File: src/rtl/alu_arbiter_if.sv
`timescale 1ns/1ps
`default_nettype none
// +--------------------------------------------------------------------+
// | Module   : alu_arbiter_if                                          |
// | Brief    : Requester, shared-ALU and response signals of the       |
// |            two-port ALU arbiter, grouped with master/slave views.  |
// | Revision : 1.0 - initial release                                   |
// +--------------------------------------------------------------------+
interface alu_arbiter_if #(
  parameter int DW   = 32,
  parameter int CW   = 4,
  parameter int CNTW = 16
) ();
  // Requester 0
  logic            req0_valid_i;
  logic            req0_ready_o;
  logic [DW-1:0]   req0_src1_i;
  logic [DW-1:0]   req0_src2_i;
  logic [CW-1:0]   req0_ctrl_i;
  // Requester 1
  logic            req1_valid_i;
  logic            req1_ready_o;
  logic [DW-1:0]   req1_src1_i;
  logic [DW-1:0]   req1_src2_i;
  logic [CW-1:0]   req1_ctrl_i;
  // Shared ALU
  logic [DW-1:0]   alu_src1_o;
  logic [DW-1:0]   alu_src2_o;
  logic [CW-1:0]   alu_ctrl_o;
  logic [DW-1:0]   alu_result_i;
  logic            alu_zero_i;
  // Response
  logic            rsp_valid_o;
  logic            rsp_ready_i;
  logic            rsp_id_o;
  logic [DW-1:0]   rsp_result_o;
  logic            rsp_zero_o;
  logic            rsp_err_o;
  logic [CNTW-1:0] ops_cnt_o;

  // Arbiter side
  modport slave (
    input  req0_valid_i, req0_src1_i, req0_src2_i, req0_ctrl_i,
    input  req1_valid_i, req1_src1_i, req1_src2_i, req1_ctrl_i,
    input  alu_result_i, alu_zero_i, rsp_ready_i,
    output req0_ready_o, req1_ready_o,
    output alu_src1_o, alu_src2_o, alu_ctrl_o,
    output rsp_valid_o, rsp_id_o, rsp_result_o, rsp_zero_o, rsp_err_o, ops_cnt_o
  );

  // Requester / ALU / consumer side
  modport master (
    output req0_valid_i, req0_src1_i, req0_src2_i, req0_ctrl_i,
    output req1_valid_i, req1_src1_i, req1_src2_i, req1_ctrl_i,
    output alu_result_i, alu_zero_i, rsp_ready_i,
    input  req0_ready_o, req1_ready_o,
    input  alu_src1_o, alu_src2_o, alu_ctrl_o,
    input  rsp_valid_o, rsp_id_o, rsp_result_o, rsp_zero_o, rsp_err_o, ops_cnt_o
  );
endinterface
`default_nettype wire

File: src/rtl/alu_arbiter.sv
`timescale 1ns/1ps
`default_nettype none
// +--------------------------------------------------------------------+
// | Module   : alu_arbiter                                             |
// | Brief    : Round-robin sharing of one combinational ALU between    |
// |            two requesters, registered valid/ready response and     |
// |            screening of unsupported control codes.                 |
// | Revision : 1.0 - initial release                                   |
// +--------------------------------------------------------------------+
module alu_arbiter #(
  parameter int DW   = 32,
  parameter int CW   = 4,
  parameter int CNTW = 16
) (
  input  logic         clk_i,
  input  logic         rst_i,
  alu_arbiter_if.slave bus
);

  localparam logic [CW-1:0] c_ctrl_and = CW'(4'b0000);
  localparam logic [CW-1:0] c_ctrl_or  = CW'(4'b0001);
  localparam logic [CW-1:0] c_ctrl_add = CW'(4'b0010);
  localparam logic [CW-1:0] c_ctrl_sub = CW'(4'b0110);
  localparam logic [CW-1:0] c_ctrl_slt = CW'(4'b0111);

  typedef enum logic [0:0] {
    IDLE = 1'b0,
    RESP = 1'b1
  } state_t;

  state_t          r_state;
  state_t          w_state_nxt;
  logic            r_prio;
  logic [CNTW-1:0] r_ops_cnt;
  logic            r_rsp_id;
  logic [DW-1:0]   r_rsp_result;
  logic            r_rsp_zero;
  logic            r_rsp_err;

  logic            w_winner;
  logic            w_accept;
  logic            w_legal;
  logic [DW-1:0]   w_src1;
  logic [DW-1:0]   w_src2;
  logic [CW-1:0]   w_ctrl;

  // Pick the winner (priority only matters on a tie) and steer its operands.
  always_comb begin
    w_winner = bus.req1_valid_i;
    if (bus.req0_valid_i && bus.req1_valid_i) begin
      w_winner = r_prio;
    end
    w_src1 = w_winner ? bus.req1_src1_i : bus.req0_src1_i;
    w_src2 = w_winner ? bus.req1_src2_i : bus.req0_src2_i;
    w_ctrl = w_winner ? bus.req1_ctrl_i : bus.req0_ctrl_i;
  end

  // Only the five ALU operations are supported; everything else is flagged.
  always_comb begin
    w_legal = (w_ctrl == c_ctrl_and) || (w_ctrl == c_ctrl_or)  ||
              (w_ctrl == c_ctrl_add) || (w_ctrl == c_ctrl_sub) ||
              (w_ctrl == c_ctrl_slt);
  end

  // Next-state, ready generation and ALU drive; ALU sees idle values unless granting.
  always_comb begin
    w_state_nxt      = r_state;
    w_accept         = 1'b0;
    bus.req0_ready_o = 1'b0;
    bus.req1_ready_o = 1'b0;
    bus.alu_src1_o   = '0;
    bus.alu_src2_o   = '0;
    bus.alu_ctrl_o   = c_ctrl_add;
    case (r_state)
      IDLE: begin
        // Readies stay low while reset is held even though the state is IDLE.
        if (rst_i && (bus.req0_valid_i || bus.req1_valid_i)) begin
          w_accept         = 1'b1;
          bus.req0_ready_o = ~w_winner;
          bus.req1_ready_o = w_winner;
          bus.alu_src1_o   = w_src1;
          bus.alu_src2_o   = w_src2;
          bus.alu_ctrl_o   = w_legal ? w_ctrl : c_ctrl_add;
          w_state_nxt      = RESP;
        end
      end
      RESP: begin
        if (bus.rsp_ready_i) begin
          w_state_nxt = IDLE;
        end
      end
      default: w_state_nxt = IDLE;
    endcase
  end

  // State register.
  always_ff @(posedge clk_i or negedge rst_i) begin
    if (!rst_i) begin
      r_state <= IDLE;
    end else begin
      r_state <= w_state_nxt;
    end
  end

  // Capture the response and advance priority and counter on every grant.
  always_ff @(posedge clk_i or negedge rst_i) begin
    if (!rst_i) begin
      r_prio       <= 1'b0;
      r_ops_cnt    <= '0;
      r_rsp_id     <= 1'b0;
      r_rsp_result <= '0;
      r_rsp_zero   <= 1'b0;
      r_rsp_err    <= 1'b0;
    end else if (w_accept) begin
      r_prio       <= ~w_winner;
      r_ops_cnt    <= r_ops_cnt + CNTW'(1);
      r_rsp_id     <= w_winner;
      r_rsp_result <= w_legal ? bus.alu_result_i : '0;
      r_rsp_zero   <= w_legal ? bus.alu_zero_i : 1'b0;
      r_rsp_err    <= ~w_legal;
    end
  end

  assign bus.rsp_valid_o  = (r_state == RESP);
  assign bus.rsp_id_o     = r_rsp_id;
  assign bus.rsp_result_o = r_rsp_result;
  assign bus.rsp_zero_o   = r_rsp_zero;
  assign bus.rsp_err_o    = r_rsp_err;
  assign bus.ops_cnt_o    = r_ops_cnt;

endmodule
`default_nettype wire

File: src/flat_wrapper.sv
// flat-port wrapper written by rule: the top's interface ports become plain ports
module alu_arbiter_flat 
#(
  parameter int DW   = 32,
  parameter int CW   = 4,
  parameter int CNTW = 16
)
  (clk_i, rst_i, bus_req0_valid_i, bus_req0_src1_i, bus_req0_src2_i, bus_req0_ctrl_i, bus_req1_valid_i, bus_req1_src1_i, bus_req1_src2_i, bus_req1_ctrl_i, bus_alu_result_i, bus_alu_zero_i, bus_rsp_ready_i, bus_req0_ready_o, bus_req1_ready_o, bus_alu_src1_o, bus_alu_src2_o, bus_alu_ctrl_o, bus_rsp_valid_o, bus_rsp_id_o, bus_rsp_result_o, bus_rsp_zero_o, bus_rsp_err_o, bus_ops_cnt_o);
  alu_arbiter_if #(.DW(DW), .CW(CW), .CNTW(CNTW)) bus_i ();
  input  logic clk_i;
  input  logic rst_i;
  input wire logic [$bits(bus_i.req0_valid_i)-1:0] bus_req0_valid_i;
  input wire logic [$bits(bus_i.req0_src1_i)-1:0] bus_req0_src1_i;
  input wire logic [$bits(bus_i.req0_src2_i)-1:0] bus_req0_src2_i;
  input wire logic [$bits(bus_i.req0_ctrl_i)-1:0] bus_req0_ctrl_i;
  input wire logic [$bits(bus_i.req1_valid_i)-1:0] bus_req1_valid_i;
  input wire logic [$bits(bus_i.req1_src1_i)-1:0] bus_req1_src1_i;
  input wire logic [$bits(bus_i.req1_src2_i)-1:0] bus_req1_src2_i;
  input wire logic [$bits(bus_i.req1_ctrl_i)-1:0] bus_req1_ctrl_i;
  input wire logic [$bits(bus_i.alu_result_i)-1:0] bus_alu_result_i;
  input wire logic [$bits(bus_i.alu_zero_i)-1:0] bus_alu_zero_i;
  input wire logic [$bits(bus_i.rsp_ready_i)-1:0] bus_rsp_ready_i;
  output wire logic [$bits(bus_i.req0_ready_o)-1:0] bus_req0_ready_o;
  output wire logic [$bits(bus_i.req1_ready_o)-1:0] bus_req1_ready_o;
  output wire logic [$bits(bus_i.alu_src1_o)-1:0] bus_alu_src1_o;
  output wire logic [$bits(bus_i.alu_src2_o)-1:0] bus_alu_src2_o;
  output wire logic [$bits(bus_i.alu_ctrl_o)-1:0] bus_alu_ctrl_o;
  output wire logic [$bits(bus_i.rsp_valid_o)-1:0] bus_rsp_valid_o;
  output wire logic [$bits(bus_i.rsp_id_o)-1:0] bus_rsp_id_o;
  output wire logic [$bits(bus_i.rsp_result_o)-1:0] bus_rsp_result_o;
  output wire logic [$bits(bus_i.rsp_zero_o)-1:0] bus_rsp_zero_o;
  output wire logic [$bits(bus_i.rsp_err_o)-1:0] bus_rsp_err_o;
  output wire logic [$bits(bus_i.ops_cnt_o)-1:0] bus_ops_cnt_o;
  assign bus_i.req0_valid_i = bus_req0_valid_i;
  assign bus_i.req0_src1_i = bus_req0_src1_i;
  assign bus_i.req0_src2_i = bus_req0_src2_i;
  assign bus_i.req0_ctrl_i = bus_req0_ctrl_i;
  assign bus_i.req1_valid_i = bus_req1_valid_i;
  assign bus_i.req1_src1_i = bus_req1_src1_i;
  assign bus_i.req1_src2_i = bus_req1_src2_i;
  assign bus_i.req1_ctrl_i = bus_req1_ctrl_i;
  assign bus_i.alu_result_i = bus_alu_result_i;
  assign bus_i.alu_zero_i = bus_alu_zero_i;
  assign bus_i.rsp_ready_i = bus_rsp_ready_i;
  assign bus_req0_ready_o = bus_i.req0_ready_o;
  assign bus_req1_ready_o = bus_i.req1_ready_o;
  assign bus_alu_src1_o = bus_i.alu_src1_o;
  assign bus_alu_src2_o = bus_i.alu_src2_o;
  assign bus_alu_ctrl_o = bus_i.alu_ctrl_o;
  assign bus_rsp_valid_o = bus_i.rsp_valid_o;
  assign bus_rsp_id_o = bus_i.rsp_id_o;
  assign bus_rsp_result_o = bus_i.rsp_result_o;
  assign bus_rsp_zero_o = bus_i.rsp_zero_o;
  assign bus_rsp_err_o = bus_i.rsp_err_o;
  assign bus_ops_cnt_o = bus_i.ops_cnt_o;
  alu_arbiter #(.DW(DW), .CW(CW), .CNTW(CNTW)) u_core (.clk_i(clk_i), .rst_i(rst_i), .bus(bus_i));
endmodule
File: config.mk
export PLATFORM = sky130hd
export DESIGN_NAME = alu_arbiter_flat
export DESIGN_NICKNAME = d
export VERILOG_FILES = /design/src/rtl/alu_arbiter_if.sv /design/src/rtl/alu_arbiter.sv /design/src/flat_wrapper.sv
export SDC_FILE = /design/constraint.sdc
export NUM_CORES = 1
export LEC_CHECK = 0
export ABC_AREA = 1
export BUFFER_PORTS_ARGS = -buffer_cell sky130_fd_sc_hd__buf_2
export CAP_MARGIN = 40
export CORE_AREA = 5 5 112 114
export CTS_CLUSTER_DIAMETER = 120
export DETAILED_ROUTE_END_ITERATION = 16
export DIE_AREA = 0 0 117 119
export GPL_ROUTABILITY_DRIVEN = 0
export HOLD_SLACK_MARGIN = 0.02
export PLACE_DENSITY = 0.77
export SYNTH_ARGS = -nofsm -noshare
export SYNTH_HDL_FRONTEND = slang
export SYNTH_SLANG_ARGS = --single-unit
File: constraint.sdc
create_clock -name clk_i -period 1.76 [get_ports clk_i]
set_clock_uncertainty 0.05 [all_clocks]
set_input_delay 0.088 -clock clk_i [delete_from_list [all_inputs] [get_ports clk_i]]
set_output_delay 0.088 -clock clk_i [all_outputs]
set_load 0.005 [all_outputs]
---- Word-level counts from Yosys, hierarchy flattened ----
Cells that the tools add are included.
word-level totals
  flip-flop bits (word level) ............. 53
  input bits .............................. 174
  output and inout port bits .............. 122
operators by class
  $add $sub $neg .......................... 1
  eq/ne operators ......................... 4
  mux-type cells .......................... 21
  bitwise logic cells ..................... 3
  reductions and logical operators ........ 8
operators by type and width
  kind                                                 number
  two-way mux 32 bit                                   7
  adder 16 x 1 -> 16 bit, second input constant        1
  two-way mux 4 bit                                    4
  two-way mux 1 bit                                    9
  equality test 4 x 3 -> 1 bit, second input constant  2
  logical OR 1 bit                                     5
  equality test 4 x 1 -> 1 bit, second input constant  1
  equality test 4 x 2 -> 1 bit, second input constant  1
  zero test 4 bit                                      1
  inverter 1 bit                                       3
  logical AND 1 bit                                    2
  case mux 1 bit (2 select lines)                      1

---- Longest topological paths before layout ----
Gate-level depths: netlist of run 1.
  word-level depth ........................ 11
  gate-level depth with buffers ........... 9
  gate-level depth less buffers ........... 9

---- Worst setup path after synthesis of run 1 ----
No wires, ideal clock.
  path type ............................... register to output
  from .................................... register u_core.r_state (netlist: u_core.bus.rsp_valid_o)
  to ...................................... output bus_alu_ctrl_o[0]
  arrival time ............................ 1.265 ns
  data required time ...................... 1.622 ns
  slack ................................... 0.357 ns
  cell stages (with the launch flop) ...... 7
  path buffers ............................ 1
  path through ............................ dfrtp_1 > nor2_1 > o21ai_1 > buf_2 > nor2_1 > nand2_1 > nor3_1
on the way
  longest elaborated chain between the ends .. 1
ends and longest elaborated chain
  item                      RTL line            source
  start: declaration        alu_arbiter.sv:31   state_t r_state;
  start signal: assignment  alu_arbiter.sv:101  r_state <= w_state_nxt;
  two-way mux 4 bit         alu_arbiter.sv:74   case (r_state)
  end: declaration          flat_wrapper.sv:27  output wire logic [$bits(bus_i.alu_ctrl_o)-1:0] bus_alu_ctrl_o;
Every way passes these cells.

---- Worst setup path in the final report of run 1 ----
  from .................................... register u_core.r_state (netlist: u_core.bus.rsp_valid_o)
  to ...................................... output bus_alu_src1_o[28]
on the way
  longest elaborated chain between the ends .. 1
ends and longest elaborated chain
  item                RTL line            source
  two-way mux 32 bit  alu_arbiter.sv:74
  end: declaration    flat_wrapper.sv:25  output wire logic [$bits(bus_i.alu_src1_o)-1:0] bus_alu_src1_o;
Every way passes these cells.

==> results of run 1 <==
==> kinds of logic after synthesis <==
logic type	Yosys count	synth area share
AO/OA/AOI/OAI	70	0.176
XOR/XNOR	9	0.0231
adder cells (fa/ha/maj)	1	0.00367
buffers and inverters	87	0.128
flip-flops	53	0.389
other	1	0.00110
AND/OR/NAND/NOR	222	0.278
==> power groups by stage <==
stage	sequential [W]	combinational [W]	clock, W
2_1_floorplan	0.00165	0.000684	0
3_3_place_gp	0.00165	0.00145	0
3_5_place_dp	0.00164	0.00149	0
4_1_cts	0.00163	0.00158	0.00117
5_1_grt	0.00167	0.00185	0.00121
6_report	0.00164	0.00168	0.00115
==> through the flow <==
step | setup TNS [ps] | hold slack (ps) | worst slack (ps) | instance area (um^2) | utilization
2_1_floorplan | 0 | -258 | 357 | 3410 | -
3_3_place_gp | 0 | 239 | 138 | 4980 | 0.440
3_5_place_dp | 0 | 245 | 103 | 4980 | 0.440
4_1_cts | -447 | 48.0 | -34.5 | 5360 | 0.473
5_1_grt | -2360 | 61.9 | -58.9 | 5600 | 0.495
6_report | -14.4 | 52.6 | -14.4 | 5600 | 0.495
==> routing by layer <==
metal  wire length, um  up-vias
li1                  -     2053
met1              6430     1970
met2              9790      205
met3              1580       32
met4               468        6
met5                34        -
==> final timing paths <==
| path | from | end | cells past startpoint |
|---|---|---|---|
| worst max-delay path | u_core.bus.rsp_valid_o | bus_alu_src1_o[28] | 6 |
| worst min-delay path | bus_alu_result_i[21] | u_core.bus.rsp_result_o[21] | 5 |
| worst max register to register | u_core.r_prio | u_core.bus.rsp_result_o[5] | 11 |
| worst min register to register | u_core.bus.rsp_result_o[7] | u_core.bus.rsp_result_o[7] | 2 |
| max in group asynchronous | rst_i | u_core.bus.rsp_valid_o | 3 |
| min in group asynchronous | rst_i | u_core.bus.ops_cnt_o[4] | 3 |
==> cell usage in the layout (no fill, tap or decap), types with 6 or more instances in the layout <==
| cell | instances |
|---|---|
| diode_2 | 6 |
| nor2_1 | 47 |
| nand2_1 | 102 |
| buf_2 | 292 |
| a22o_1 | 62 |
| dfrtp_1 | 52 |
| clkbuf_16 | 9 |
| inv_1 | 53 |
| xnor2_1 | 6 |
| buf_4 | 14 |
| nand3_1 | 50 |
| nand2_2 | 7 |
==> flip-flops by register name (all words and copies together) (netlist names) <==
register and flops:
u_core.bus.rsp_valid_o 1, u_core.r_prio 1, u_core.bus.rsp_zero_o 1, u_core.bus.rsp_err_o 1, u_core.bus.rsp_result_o 32, u_core.bus.ops_cnt_o 16, u_core.bus.rsp_id_o 1
==> layout make-up <==
cell class	count	area, um^2
tap	143	179
timing repair buffer	325	1930
multi-input combinational	303	1750
fill	1119	5720
antenna	6	15.0
inverter	57	234
clock buffer	7	143
sequential	53	1330
clock inverter	1	30.0
==> repair_timing <==
action	CTS	global route
cloned	4	4
pin swaps	4	7
gates resized for setup	14	28
setup buffers	2	9
endpoints found under the hold margin	54	0
hold buffers	2	0
setup endpoints to repair	66	66
==> worst max-delay path: cells and delay by family, from the launching register on <==
kind                   cells  cell delay (ps)
AO/OA/AOI/OAI              1              170
buffers and inverters      3              430
flip-flops                 1              450
AND/OR/NAND/NOR            2              290
==> results.yml, run 1 <==
setup_path:
  reg2reg_slack_ps: 70
  crit_fanout: 8
  crit_type: "reg2out"
  startpoint_type: "flip-flop"
  path_cells: "nor2_4, nand3_4, inv_8, clkbuf_16, a22o_1, buf_2"
  crit_arrival_ps: 1640
  critPathSlowestCell: "dfrtp_2"
  critical_path.endpoint_type: "output port"
  critPathMaxStageDelay_ps: 450
  required_ps: 1620
drt:
  first_pass_iters: 4
  viasPerCell: 4.77
  drt_wl_total_mm: 18.3
  vias: 4266
  drc: 0
  drt.antenna.violating_nets: 0
  drt-wirelength-per-cell_um: 20.4
  drtIter0Drc: 345
final_layout:
  final_layout_size_suffix_gt1_frac: 0.480
  nets: 920
  layout.cells.non_filler: 895
  area_growth_pct: 64.3
place:
  place_hpwl_mm: 14.3
  port_buffers: 294
  dp_cells: 861
clocking:
  clkTransAtPathRegs_ps: 70
  numCtsBuffers: 5
  clk_path_buf_depth: 2
  cts.sinks: 53
  clkLatencyLatePin_ps: 290
  htreeDepth: 2
  cts_root_buf: "clkbuf_16"
  cts_tree: "yes"
synthesis:
  yosys_most_used_dff: "dfrtp_1"
  yosys.cell_types.count: 29
  ys.warnings.count: 0
  ys_top_cells_by_area: "dfrtp_1, a22o_1, nand2_1"
  postSynthCellCount: 443
  synth_edf_count: 0
  syn_area_per_cell_um2: 7.70
  synth_largest_area_cell: "dfrtp_1"
  synth.top_cells.by_count: "nand2_1, a22o_1, inv_1"
  synth_async_sr_flop_share: 1.00
  synth.top_cell.area_share: 0.389
  syn-cell-area_um2: 3410
  syn_nets: 618
  ys_seq_area_frac: 0.389
  synth_most_common_cell: "nand2_1"
  synth-seq-cells: 53
power_and_ir_drop:
  p_per_area_nw_per_um2: 798
  clock_power_share: 0.257
  p_seq_frac: 0.366
  switching_share: 0.332
  ir_worst_vdd_v: 0.000474
  p_int_w: 0.00299
  p_comb_frac: 0.377
  report.power.total_w: 0.00447
  switchingPower_w: 0.00148
  p_leak_nw: 3.41
grt:
  overflow: 0
  grt_pass1_wl_mm: 24.5
  grtUsageMet2: 0.433
  antenna_found_initial: 7
  first_global_vias: 4076
  use_met1: 0.266
  grtUsageTotal: 0.237
  grt_max_degree: 54
  grt_use_met3: 0.0614
  top_usage_layer: "met2"
sta:
  slew_headroom: 0.539
  drv_slew: 0
  finalCritPeriodShare: 1.01
  rsz0062_at_grt: "yes"
  post-route-min-period_ps: 1770
  setup_viol: 1
  hold_violations: 0
  finalWorstSetupSlack_ps: -14.4
  timing.fmax_ghz: 0.564
  worstMarginPinSlew_ps: 691
run_status:
  status: "finished with violations"
  violations: "negative setup slack"
floorplan:
  die_h_um: 119
  die_w_um: 117
  rows: 39
  core-area_um2: 11300
  ios: 296
  floorplan.initialDensity: 0.301
  dieArea_um2: 13900
run:
  maxCapViolCount: 0
hold_path:
  hp-class: "in2reg"
No activity file was read; power rests on OpenSTA's default activity.
==> inputs of run 2 (changes only) <==
Settings changed: RECOVER_POWER set to 100.
==> results.yml, run 2 (synthesized netlist as in run 1, its figures left out) <==
power_and_ir_drop:
  ir_worst_vdd_v: 0.000467
  p_seq_frac: 0.370
  switching_share: 0.335
  p_comb_frac: 0.372
  p_int_w: 0.00295
  switchingPower_w: 0.00149
  p_per_area_nw_per_um2: 798
  clock_power_share: 0.258
  p_leak_nw: 3.29
grt:
  first_global_vias: 4076
  overflow: 0
  antenna_found_initial: 7
  grtUsageTotal: 0.237
  grt_max_degree: 54
  grt_pass1_wl_mm: 24.5
final_layout:
  final_cell_mix: "buf_2, nand2_1, a22o_1, inv_1, dfrtp_1"
  nets: 920
  layout.cells.non_filler: 894
  final_common_cell: "buf_2"
  area_growth_pct: 63.0
  nFillCells: 1129
  largest_reg_flops: 32
  final_core_util: 0.491
  final_layout_size_suffix_gt1_frac: 0.436
floorplan:
  die_w_um: 117
  rows: 39
  ios: 296
  core-area_um2: 11300
  floorplan.initialDensity: 0.301
  die_h_um: 119
  dieArea_um2: 13900
setup_path:
  crit_type: "reg2out"
  crit_arrival_ps: 1630
  critPathBufInv: 3
  critPathSlowestCell: "dfrtp_2"
  startpoint_type: "flip-flop"
  crit_fanout: 8
  critical_path.endpoint_type: "output port"
  path_cells: "nor2_4, nand3_4, inv_8, clkbuf_16, a22o_1, buf_2"
  critical_path.top_delay_family: "flip-flops"
  critPathMaxStageDelay_ps: 450
  required_ps: 1620
clocking:
  clk_path_buf_depth: 2
  clkLatencyLatePin_ps: 290
  htreeDepth: 2
  cts_tree: "yes"
  cts.sinks: 53
  clkTransAtPathRegs_ps: 70
  numCtsBuffers: 5
  cts_root_buf: "clkbuf_16"
drt:
  vias: 4306
  viasPerCell: 4.82
  drt.antenna.violating_nets: 0
  drt-wirelength-per-cell_um: 20.6
  drc: 0
  drt_wl_total_mm: 18.4
  first_pass_iters: 5
  drtIter0Drc: 347
place:
  place_hpwl_mm: 14.3
  dp_cells: 861
  port_buffers: 294
  pre_cts_slack_ps: 103
sta:
  rsz0062_at_grt: "yes"
  worstMarginPinSlew_ps: 693
  slew_headroom: 0.538
  timing.fmax_ghz: 0.564
  post-route-min-period_ps: 1770
  finalWorstSetupSlack_ps: -11.9
  setup_viol: 1
  hold_violations: 0
  drv_slew: 0
  finalCritPeriodShare: 1.01
hold_path:
  hp-class: "in2reg"
run_status:
  status: "finished with violations"
  violations: "negative setup slack"
run:
  maxCapViolCount: 0
-- run 2: worst paths after layout --
path	from	endpoint	slack, ps	cells after the start
setup reg to reg	u_core.r_prio	u_core.bus.rsp_result_o[5]	70	11
hold reg to reg	u_core.bus.rsp_result_o[7]	u_core.bus.rsp_result_o[7]	430	2
hold / removal	bus_alu_result_i[21]	u_core.bus.rsp_result_o[21]	50	5
max in group asynchronous	rst_i	u_core.bus.rsp_valid_o	710	3
setup / recovery	u_core.bus.rsp_valid_o	bus_alu_src1_o[28]	-10	6
min in group asynchronous	rst_i	u_core.bus.ops_cnt_o[11]	430	3
-- run 2: area by class of cell --
| class | instances | area, um^2 | area share |
|---|---|---|---|
| Sequential cell | 53 | 1330 | 0.239 |
| Clock inverter | 1 | 30.0 | 0.00540 |
| Antenna cell | 5 | 12.5 | 0.00225 |
| Tap cell | 143 | 179 | 0.0322 |
| Inverter | 57 | 234 | 0.0421 |
| Timing Repair Buffer | 325 | 1880 | 0.339 |
| Multi-Input combinational cell | 303 | 1750 | 0.315 |
| Clock buffer | 7 | 143 | 0.0257 |
-- run 2: routing by layer --
metal | up-vias | global-route usage | share of wire
met3 | 36 | 0.0614 | 0.088
met5 | - | 0 | 0.0018
met4 | 6 | 0.0710 | 0.025
met1 | 1979 | 0.266 | 0.35
li1 | 2054 | - | -
met2 | 231 | 0.433 | 0.53
-- run 2: stage by stage --
stage	TNS (ps)	cell area (um^2)	hold WS [ps]	total power (W)
global route	-2360	5560	61.9	0.00469
global placement	0	4980	239	0.00310
floorplan	0	3410	-258	0.00233
finish	-11.9	5560	52.6	0.00443
CTS	-447	5360	48.0	0.00438
detailed placement	0	4980	245	0.00313
-- run 2: repair_timing --
| action | CTS | global route |
|---|---|---|
| cloned | 4 | 4 |
| pin swaps | 4 | 7 |
| setup buffers | 2 | 9 |
| endpoints found under the setup margin | 66 | 66 |
| gates resized for setup | 14 | 28 |
| endpoints found under the hold margin | 54 | 0 |
| hold buffers | 2 | 0 |
-- run 2: worst min-delay path: cells and delay by family --
| family | cells | cell delay (ps) |
|---|---|---|
| AND/OR/NAND/NOR | 3 | 130 |
| buffers and inverters | 2 | 130 |
-- run 2: power by group through the flow --
stage / logic, W / registers (W) / clock network (W)
finish: 0.00165 / 0.00164 / 0.00114
global route: 0.00181 / 0.00168 / 0.00121
CTS: 0.00158 / 0.00163 / 0.00117
detailed placement: 0.00149 / 0.00164 / 0
global placement: 0.00145 / 0.00165 / 0
floorplan: 0.000684 / 0.00165 / 0
==> inputs of run 3 (changes only) <==
--- a/config.mk
+++ b/config.mk
@@ -17,4 +17,5 @@
 export PLACE_DENSITY = 0.77
 export RECOVER_POWER = 100
+export SLEW_MARGIN = 30
 export SYNTH_ARGS = -nofsm -noshare
 export SYNTH_HDL_FRONTEND = slang
--- a/constraint.sdc
+++ b/constraint.sdc
@@ -3,3 +3,3 @@
 set_input_delay 0.088 -clock clk_i [delete_from_list [all_inputs] [get_ports clk_i]]
 set_output_delay 0.088 -clock clk_i [all_outputs]
-set_load 0.005 [all_outputs]
+set_load 0.01 [all_outputs]
==> results.yml, run 3 (synthesized netlist as in run 1, its figures left out) <==
run_status:
  status: "finished with violations"
  violations: "negative setup slack"
run:
  maxCapViolCount: 0
clocking:
  numCtsBuffers: 5
  clkLatencyLatePin_ps: 290
  clkTransAtPathRegs_ps: 70
  cts.sinks: 53
  clk_path_buf_depth: 2
  htreeDepth: 2
  cts_tree: "yes"
  cts_root_buf: "clkbuf_16"
power_and_ir_drop:
  ir_worst_vdd_v: 0.000419
  p_seq_frac: 0.376
  switching_share: 0.362
  clock_power_share: 0.242
  p_leak_nw: 3.16
  p_int_w: 0.00279
  p_comb_frac: 0.382
  switchingPower_w: 0.00158
  p_per_area_nw_per_um2: 806
drt:
  first_pass_iters: 4
  drt-wirelength-per-cell_um: 19.8
  vias: 4206
  viasPerCell: 4.77
  drt_wl_total_mm: 17.5
  drtIter0Drc: 299
  drt.antenna.violating_nets: 0
  drc: 0
grt:
  antenna_found_initial: 3
  first_global_vias: 4023
  overflow: 0
  grt_max_degree: 72
  grt_pass1_wl_mm: 24.1
  grtUsageTotal: 0.234
hold_path:
  holdPathStages: 5
  hp-class: "in2reg"
setup_path:
  crit_fanout: 8
  reg2reg_slack_ps: 150
  critPathMaxStageDelay_ps: 370
  critPathSlowestCell: "dfrtp_1"
  crit_top_cell: "nand2_4"
  path_cells: "inv_2, nand2_4, nand3_1, nand2_4, nor2_4, nand2_4, nor3_4, buf_2"
  critical_path.endpoint_type: "output port"
  crit_arrival_ps: 1630
  required_ps: 1620
  crit_type: "reg2out"
  startpoint_type: "flip-flop"
  r2r_cells: 7
final_layout:
  final_cell_mix: "buf_2, nand2_1, a22o_1, inv_1"
  largest_reg_flops: 32
  layout.cells.non_filler: 881
  nets: 910
  final_layout_size_suffix_gt1_frac: 0.395
  final_common_cell: "buf_2"
  area_growth_pct: 59.3
sta:
  timing.fmax_ghz: 0.565
  worstMarginPinSlew_ps: 736
  slew_headroom: 0.510
  post-route-min-period_ps: 1770
  finalCritPeriodShare: 1.01
  setup_viol: 3
  hold_violations: 0
  finalWorstSetupSlack_ps: -11.1
  rsz0062_at_grt: "yes"
  drv_slew: 0
floorplan:
  die_w_um: 117
  rows: 39
  dieArea_um2: 13900
  ios: 296
  floorplan.initialDensity: 0.301
  core-area_um2: 11300
  die_h_um: 119
place:
  port_buffers: 294
  dp_cells: 861
  place_hpwl_mm: 14.2
  pre_cts_slack_ps: 108
==> run 3: cell count changes in the layout (fill, tap and decap cells not counted), sizes merged <==
cell,before,now
inv,56,57
bufinv,1,0
buf,286,257
clkbuf,44,63
diode,5,2
==> run 3: final timing paths <==
path,start,to
min,bus_alu_result_i[21],u_core.bus.rsp_result_o[21]
min in group asynchronous,rst_i,u_core.bus.ops_cnt_o[11]
max in group asynchronous,rst_i,u_core.bus.rsp_valid_o
max,u_core.r_prio,bus_alu_ctrl_o[0]
min reg2reg,u_core.bus.rsp_result_o[25],u_core.bus.rsp_result_o[25]
max reg2reg,u_core.bus.rsp_valid_o,u_core.bus.rsp_result_o[28]
==> run 3: repair_timing <==
item	4_1_cts	5_1_grt
gates resized for setup	24	23
setup endpoints to repair	66	66
hold buffers	2	0
gates cloned	4	3
setup buffers	2	2
endpoints found under the hold margin	54	0
pin swaps	9	11
==> run 3: critical path, delay by kind of cell, from the launching register on <==
| kind | cells | cell delay, ps |
|---|---|---|
| DFF | 1 | 370 |
| buffers and inverters | 2 | 240 |
| and+or+nand+nor | 6 | 730 |
==> run 3: routing by layer <==
metal  routed length [um]  up-vias  GRT usage
met5                   27        -          0
met4                  335        4     0.0523
met3                 1570       24     0.0603
met2                 9290      184      0.434
met1                 6250     1962      0.264
li1                     -     2032          -
==> run 3: final cells by class <==
class,instances,area (um^2)
Fill cell,1142,5890
Timing Repair Buffer,315,1800
Multi-Input combinational cell,303,1730
Sequential cell,53,1330
Inverter,57,229
Tap cell,143,179
Clock buffer,7,153
Clock inverter,1,8.76
Antenna cell,2,5.00
==> run 3: power by group through the flow <==
stage | registers, W | clock network, W | logic, W
after floorplan | 0.00174 | 0 | 0.000738
after global placement | 0.00165 | 0 | 0.00157
after detailed placement | 0.00164 | 0 | 0.00160
after CTS | 0.00163 | 0.00108 | 0.00169
after global routing | 0.00168 | 0.00113 | 0.00183
final | 0.00165 | 0.00106 | 0.00167
==> run 3: per-stage QoR <==
step	setup TNS [ps]	power, W	cell area (um^2)	utilization	hold WS (ps)
floorplan	0	0.00248	3410	-	-258
global placement	0	0.00322	4970	0.439	241
detailed placement	0	0.00324	4970	0.439	249
CTS	-328	0.00441	5350	0.473	52.1
global route	-2720	0.00465	5430	0.480	74.2
finish	-22.6	0.00438	5430	0.480	55.9
